[src/rtl/vp_pkg.sv]
// Shared types and sizing helpers for the value-prediction feedback queue.
package vp_pkg;

  // One tracked prediction: the instruction pc, the predicted value and the
  // saturated-confidence bit that vp_wrapper reported when it issued it.
  typedef struct packed {
    logic [31:0] pc;
    logic [31:0] result;
    logic        conf;
  } vp_entry_t;

  localparam int VP_NUM_PRED_DEF = 2;
  localparam int VP_DEPTH_DEF    = 32;

  // Pointer width for a power-of-two queue depth.
  function automatic int vp_ptr_w(input int depth);
    return $clog2(depth);
  endfunction

  // Occupancy width: one extra bit so a full queue (count == depth) is representable.
  function automatic int vp_cnt_w(input int depth);
    return $clog2(depth) + 1;
  endfunction

  // Width needed to hold a lane count in the range 0..lanes.
  function automatic int vp_lane_cnt_w(input int lanes);
    return $clog2(lanes + 1);
  endfunction

endpackage

[src/rtl/vp_lane_compact.sv]
// Valid-lane compaction: for each lane, the number of valid lanes below it
// (its write offset from the tail) plus the total number of valid lanes.
module vp_lane_compact
  import vp_pkg::*;
#(
  parameter int P_NUM_PRED = VP_NUM_PRED_DEF,
  parameter int P_OFF_W    = vp_lane_cnt_w(P_NUM_PRED)
) (
  input  logic [P_NUM_PRED-1:0]              valid_i,
  output logic [P_NUM_PRED-1:0][P_OFF_W-1:0] offset_o,
  output logic [P_OFF_W-1:0]                 total_o
);

  logic [P_OFF_W-1:0] run_c;

  // Running prefix count of valid bits, lane 0 first.
  always_comb begin
    run_c    = '0;
    offset_o = '0;
    for (int i = 0; i < P_NUM_PRED; i++) begin
      offset_o[i] = run_c;
      if (valid_i[i]) begin
        run_c = run_c + P_OFF_W'(1);
      end
    end
    total_o = run_c;
  end

endmodule

[src/rtl/vp_feedback_queue.sv]
// In-order tracking queue between vp_wrapper's prediction output and its
// training (fb_*) input. Predictions are pushed in lane order, executed
// results pop them in program order, and each matched pair is compared and
// reported one cycle later. A pc disagreement at the head means the queue
// has lost sync with the pipeline, so it drops everything and pulses desync_o.
//
// Handshake: pred_ready_o is a whole-group ready computed from the registered
// occupancy only; a push group is taken in full when pred_ready_o is high and
// dropped in full when it is low (upstream must hold off). The execute side
// has no back-pressure; ex_valid_i lanes are consumed as presented.
module vp_feedback_queue
  import vp_pkg::*;
#(
  parameter int P_NUM_PRED = VP_NUM_PRED_DEF,
  parameter int P_DEPTH    = VP_DEPTH_DEF
) (
  input  logic                             clk_i,
  input  logic                             rst_i,
  input  logic [P_NUM_PRED-1:0][31:0]      pred_pc_i,
  input  logic [P_NUM_PRED-1:0][31:0]      pred_result_i,
  input  logic [P_NUM_PRED-1:0]            pred_conf_i,
  input  logic [P_NUM_PRED-1:0]            pred_valid_i,
  output logic                             pred_ready_o,
  input  logic [P_NUM_PRED-1:0][31:0]      ex_pc_i,
  input  logic [P_NUM_PRED-1:0][31:0]      ex_actual_i,
  input  logic [P_NUM_PRED-1:0]            ex_valid_i,
  input  logic                             flush_i,
  output logic [P_NUM_PRED-1:0][31:0]      fb_pc_o,
  output logic [P_NUM_PRED-1:0][31:0]      fb_actual_o,
  output logic [P_NUM_PRED-1:0]            fb_mispredict_o,
  output logic [P_NUM_PRED-1:0]            fb_conf_o,
  output logic [P_NUM_PRED-1:0]            fb_valid_o,
  output logic                             desync_o,
  output logic [vp_cnt_w(P_DEPTH)-1:0]     count_o
);

  localparam int PTR_W = vp_ptr_w(P_DEPTH);
  localparam int CNT_W = vp_cnt_w(P_DEPTH);
  localparam int OFF_W = vp_lane_cnt_w(P_NUM_PRED);

  // Queue state
  logic [PTR_W-1:0] head_q, head_d;
  logic [PTR_W-1:0] tail_q, tail_d;
  logic [CNT_W-1:0] count_q, count_d;
  vp_entry_t        mem_q [P_DEPTH];

  // Push side
  logic [P_NUM_PRED-1:0][OFF_W-1:0] push_off;
  logic [OFF_W-1:0]                 push_total;
  logic                             push_en;
  logic [OFF_W-1:0]                 push_n;

  // Execute / compare side
  vp_entry_t                   rd_c;
  logic                        ex_live_c;
  logic [OFF_W-1:0]            pop_n;
  logic                        desync_d;
  logic                        desync_q;
  logic [P_NUM_PRED-1:0][31:0] fb_pc_d, fb_actual_d;
  logic [P_NUM_PRED-1:0]       fb_mispredict_d, fb_conf_d, fb_valid_d;
  logic [P_NUM_PRED-1:0][31:0] fb_pc_q, fb_actual_q;
  logic [P_NUM_PRED-1:0]       fb_mispredict_q, fb_conf_q, fb_valid_q;

  // Ready uses only the registered count: no credit for same-cycle pops.
  assign pred_ready_o = (CNT_W'(P_DEPTH) - count_q) >= CNT_W'(P_NUM_PRED);

  vp_lane_compact #(
    .P_NUM_PRED (P_NUM_PRED),
    .P_OFF_W    (OFF_W)
  ) u_push_compact (
    .valid_i  (pred_valid_i),
    .offset_o (push_off),
    .total_o  (push_total)
  );

  // A push group lands only when accepted and not wiped by flush or desync.
  assign push_en = pred_ready_o & ~flush_i & ~desync_d;
  assign push_n  = push_en ? push_total : '0;

  // Storage write: compacted valid lanes go to tail, tail+1, ... (wrapping).
  always_ff @(posedge clk_i) begin
    for (int i = 0; i < P_NUM_PRED; i++) begin
      if (push_en && pred_valid_i[i]) begin
        mem_q[tail_q + PTR_W'(push_off[i])] <= '{pc:     pred_pc_i[i],
                                                 result: pred_result_i[i],
                                                 conf:   pred_conf_i[i]};
      end
    end
  end

  // Pair ex lane i with entry head+i; stop at the first invalid ex lane, the
  // first lane past the occupancy, or the first pc mismatch (which desyncs).
  always_comb begin
    rd_c            = '0;
    ex_live_c       = 1'b1;
    pop_n           = '0;
    desync_d        = 1'b0;
    fb_pc_d         = '0;
    fb_actual_d     = '0;
    fb_mispredict_d = '0;
    fb_conf_d       = '0;
    fb_valid_d      = '0;
    for (int i = 0; i < P_NUM_PRED; i++) begin
      rd_c = mem_q[head_q + PTR_W'(i)];
      if (!ex_valid_i[i] || (CNT_W'(i) >= count_q)) begin
        ex_live_c = 1'b0;
      end
      if (ex_live_c) begin
        if (rd_c.pc == ex_pc_i[i]) begin
          pop_n              = pop_n + OFF_W'(1);
          fb_valid_d[i]      = 1'b1;
          fb_pc_d[i]         = rd_c.pc;
          fb_actual_d[i]     = ex_actual_i[i];
          fb_conf_d[i]       = rd_c.conf;
          fb_mispredict_d[i] = (rd_c.result != ex_actual_i[i]);
        end else begin
          desync_d  = 1'b1;
          ex_live_c = 1'b0;
        end
      end
    end
  end

  // Next pointers/occupancy: flush beats desync clear beats normal push/pop.
  always_comb begin
    head_d  = head_q + PTR_W'(pop_n);
    tail_d  = tail_q + PTR_W'(push_n);
    count_d = count_q + CNT_W'(push_n) - CNT_W'(pop_n);
    if (flush_i || desync_d) begin
      head_d  = '0;
      tail_d  = '0;
      count_d = '0;
    end
  end

  // Pointer and occupancy registers.
  always_ff @(posedge clk_i or posedge rst_i) begin
    if (rst_i) begin
      head_q  <= '0;
      tail_q  <= '0;
      count_q <= '0;
    end else begin
      head_q  <= head_d;
      tail_q  <= tail_d;
      count_q <= count_d;
    end
  end

  // Registered feedback and desync pulse; a flush cycle reports nothing.
  always_ff @(posedge clk_i or posedge rst_i) begin
    if (rst_i) begin
      fb_pc_q         <= '0;
      fb_actual_q     <= '0;
      fb_mispredict_q <= '0;
      fb_conf_q       <= '0;
      fb_valid_q      <= '0;
      desync_q        <= 1'b0;
    end else if (flush_i) begin
      fb_pc_q         <= '0;
      fb_actual_q     <= '0;
      fb_mispredict_q <= '0;
      fb_conf_q       <= '0;
      fb_valid_q      <= '0;
      desync_q        <= 1'b0;
    end else begin
      fb_pc_q         <= fb_pc_d;
      fb_actual_q     <= fb_actual_d;
      fb_mispredict_q <= fb_mispredict_d;
      fb_conf_q       <= fb_conf_d;
      fb_valid_q      <= fb_valid_d;
      desync_q        <= desync_d;
    end
  end

  assign fb_pc_o         = fb_pc_q;
  assign fb_actual_o     = fb_actual_q;
  assign fb_mispredict_o = fb_mispredict_q;
  assign fb_conf_o       = fb_conf_q;
  assign fb_valid_o      = fb_valid_q;
  assign desync_o        = desync_q;
  assign count_o         = count_q;

endmodule
[config.mk]
export PLATFORM = sky130hd
export DESIGN_NAME = vp_feedback_queue
export DESIGN_NICKNAME = d
export VERILOG_FILES = /design/src/rtl/vp_pkg.sv /design/src/rtl/vp_lane_compact.sv /design/src/rtl/vp_feedback_queue.sv
export SDC_FILE = /design/constraint.sdc
export NUM_CORES = 2
export LEC_CHECK = 0
export BUFFER_PORTS_ARGS = -buffer_cell sky130_fd_sc_hd__buf_2
export CAP_MARGIN = 10
export CELL_PAD_IN_SITES_DETAIL_PLACEMENT = 1
export CELL_PAD_IN_SITES_GLOBAL_PLACEMENT = 2
export CORE_MARGIN = 2
export CORE_UTILIZATION = 45
export CTS_BUF_LIST = sky130_fd_sc_hd__clkbuf_4
export DETAILED_ROUTE_END_ITERATION = 10
export PLACE_DENSITY_LB_ADDON = 0.1
export SLEW_MARGIN = 20
export SYNTH_ARGS = -nofsm -noshare
export SYNTH_HDL_FRONTEND = slang
export SYNTH_HIERARCHICAL = 1
export SYNTH_SLANG_ARGS = --single-unit
[constraint.sdc]
create_clock -name clk_i -period 20.8 [get_ports clk_i]
set_clock_uncertainty 0.1 [all_clocks]
set_input_delay 2.08 -clock clk_i [delete_from_list [all_inputs] [get_ports clk_i]]
set_output_delay 2.08 -clock clk_i [all_outputs]
set_load 0.05 [all_outputs]
==> results.yml <==
global_routing:
  overflow: 0
  grt_pass1_wl_um: 712000
  grt_max_degree: 138
  grt.total_usage: 0.348
  antenna_found_initial: 41
  grt_pass1_vias: 88400
sta:
  tightest_slew_ns: 1.28
  setup_ws_ns: 9.36
  max_slew_margin: 0.146
  finalCritPeriodShare: 0.550
  hold_violations: 0
  fin_setup_tns_ns: 0
  fmax_mhz: 87.4
  slew_violations: 0
  fin_crit_ns: 11.44
  setup_viol: 0
  rsz0062_at_grt: "no"
placed_design:
  place_ws_ns: 9.75
  port_buffers: 406
  gp_congestion: 0.869
  hpwlAfterDp_um: 315000
route:
  routed_wl_um: 516000
  wl_per_cell_um: 41.5
  vias: 84400
  drtPass1Iterations: 9
  drt_iter0_markers: 10000
  route.detailed.drc: 0
  viasPerCell: 6.79
  ant_nets: 0
worst_setup_path:
  r2r_end: "mem_q[14][17]$_DFFE_PP_"
  worstSetupEndpointType: "flip-flop"
  crit_type: "reg -> reg"
  cp-startpoint: "head_q[0]$_DFF_PP0_"
  cp.required_ns: 21.85
  reg2reg_slack_ns: 9.36
  critPathLaunchType: "flip-flop"
  reg2reg_from: "head_q[0]$_DFF_PP0_"
  worstPathMaxFanout: 47
  r2r_cells: 20
  crit_arrival_ns: 12.49
  timing.critical_path.to: "mem_q[14][17]$_DFFE_PP_"
clocking:
  clock_latency_ns: 1.64
  post_cts_buffers: 0
  post_cts_resized: 0
  cts_tree: "yes"
  clockBufferDepth: 4
  cts_buffers: 651
  cts.sinks: 2231
  cts-root-buf: "clkbuf_4"
  cts.clk_slew.worst_paths_ns: 0.07
  ctsHoldBuffers: 0
  htreeDepth: 6
yosys:
  yosysWarnings: 6
  ys_async_sr_fraction: 0.0677
  synthFlopType: "edfxtp_1"
  syn_inst: 7789
  synth_top_area_frac: 0.482
  seq_area_frac_synth: 0.511
  avgSynthCellArea_um2: 16.6
  synth_top_area_cell: "edfxtp_1"
  synth-seq-cells: 2231
  syn_area_um2: 130000
  synth_edf_count: 2080
  yosysUniqueCellTypes: 71
  synthTopCellsByArea: "edfxtp_1 (48%), mux4_2 (19%), mux2_2 (17%), dfrtp_1 (2.9%), mux2i_1 (2.4%)"
job:
  maxCapViolations: 0
die:
  pin_count: 407
  core_um2: 287000
  initial_core_util: 0.451
  row_count: 197
  die_h_um: 541
  die-area_um2: 292000
  dieWidth_um: 541
pwr:
  p_leak_nw: 47.9
  pwr_density_cell_nw_per_um2: 74.8
  ir_drop_v: 0.0000469
finish:
  layout-drive-gt1-share: 0.560
  areaGrowthSynthToFinish_pct: 10.3
  fin_nets: 8408
run_status:
  status: "completed"
worst_hold_path:
  min_path_type: "in -> async"
==> worst min path at each step <==
stage | startpoint | cells past startpoint | slack (ns) | endpoint
after global routing | rst_i | 2 | 0.47 | fb_pc_o[29]$_DFF_PP0_
after detailed placement | tail_q[3]$_DFF_PP0_ | 2 | 0.62 | tail_q[3]$_DFF_PP0_
after CTS | rst_i | 2 | 0.34 | fb_pc_o[29]$_DFF_PP0_
final | rst_i | 2 | 0.50 | count_o[5]$_DFF_PP0_
after floorplan | head_q[0]$_DFF_PP0_ | 2 | 0.50 | head_q[0]$_DFF_PP0_
after global placement | tail_q[3]$_DFF_PP0_ | 2 | 0.59 | tail_q[3]$_DFF_PP0_
==> cell usage in the layout, fill, tap and decap left out, drive strengths merged, types with 24 or more instances in the layout <==
cell,Yosys,routed
a21oi,43,43
nor3,27,27
mux2,2084,2084
clkinv,0,145
o21ai,25,25
o31ai,24,24
mux4,1110,1110
xnor2,91,91
nor2,91,91
and3,44,44
a22oi,55,55
and2,52,52
nand3b,29,29
edfxtp,2080,2080
buf,423,654
o22ai,40,40
nand2,130,130
clkbuf,560,970
nor2b,30,30
dfrtp,151,151
mux2i,307,307
nand3,65,65
diode,0,31
inv,62,76
==> area by class of cell <==
type	instances	area (um2)
well taps	3781	4730
inverters	62	253
clock buffers	970	7280
fillers	27200	144000
flip-flops and latches	2231	66300
diodes	31	77.6
multi-input cells	4515	59100
repair buffers	654	3990
clock inverters	186	1250
==> worst max-delay path, cell delays in order, from the launching register on <==
cell      delay (ns)
dfrtp_4         0.86
buf_4           0.67
buf_4           0.79
buf_4           0.63
buf_4           0.65
mux4_2          0.58
a22o_1          0.25
a221oi_1        0.27
nand3_1         0.30
xor2_1          0.22
nor4_1          0.44
nand4_1         0.20
nor4_2          0.99
buf_4           0.28
o22ai_4         0.07
buf_4           0.31
or2_4           0.42
buf_4           0.43
o31ai_4         0.90
buf_4           0.58
buf_4           0.67
==> cells by family (layout without fill, tap and decap cells) <==
| logic type | count (synthesis) | in the layout | synth area share |
|---|---|---|---|
| other | 1 | 34 | 0.0000289 |
| buffers and inverters | 1045 | 1872 | 0.0382 |
| DFF | 2231 | 2231 | 0.511 |
| AOI/OAI and AO/OA | 307 | 307 | 0.0174 |
| and+or+nand+nor | 562 | 562 | 0.0249 |
| xor gates and xnor gates | 114 | 114 | 0.00776 |
| adders and majority gates | 28 | 28 | 0.00305 |
| muxes | 3501 | 3501 | 0.398 |
==> cells in the mapped netlist, types with 8 or more instances <==
cell,count
edfxtp_1,2080
mux2_2,1911
mux4_2,1110
clkbuf_1,560
mux2i_1,307
buf_2,208
mux2_1,173
dfrtp_1,151
nand2_1,130
buf_4,95
nor2_1,91
xnor2_1,91
buf_1,66
nand3_1,65
inv_1,62
a22oi_1,55
buf_6,54
and2_1,52
and3_1,44
a21oi_1,43
o22ai_1,39
nor2b_1,30
nor3_1,26
o31ai_1,24
ha_1,22
o21ai_0,22
xor2_1,22
a222oi_1,21
nand4_1,21
a32o_1,20
nand3b_4,20
nor4_1,18
a22o_1,12
o221ai_1,12
or2_2,11
nand3b_1,9
or3_1,9
a211o_1,8
o21bai_1,8
==> per-layer routing <==
layer,share of wire,vias to the layer above,routed length (um),global-route usage
met5,0.00038,-,198,0
met4,0.054,30,27700,0.174
met3,0.084,1133,43300,0.0683
met2,0.48,4790,247000,0.566
met1,0.38,45700,197000,0.446
li1,-,32700,-,-
==> stage by stage <==
| stage | util | total power [W] | hold slack (ns) | std cells | instance area (um2) |
|---|---|---|---|---|---|
| after global routing | 0.497 | 0.0110 | 0.467 | 12400 | 143000 |
| after global placement | 0.467 | 0.00631 | 0.593 | 11200 | 134000 |
| after CTS | 0.497 | 0.0108 | 0.337 | 12400 | 143000 |
| after detailed placement | 0.467 | 0.00634 | 0.619 | 11200 | 134000 |
| after floorplan | - | 0.00588 | 0.505 | 7791 | 130000 |
| final | 0.497 | 0.0107 | 0.500 | 12400 | 143000 |
==> registers in the layout, indices dropped and copies added (netlist names) <==
name and count:
fb_mispredict_o 2, desync_o 1, mem_q 2080, fb_pc_o 64
fb_actual_o 64, fb_valid_o 2, count_o 6, tail_q 5
fb_conf_o 2, head_q 5
==> power by group <==
part	switching (W)	internal, W
Combinational	0.000734	0.000428
Sequential	0.0000522	0.00505
Clock	0.00211	0.00232
No activity file was read; power rests on OpenSTA's default activity.
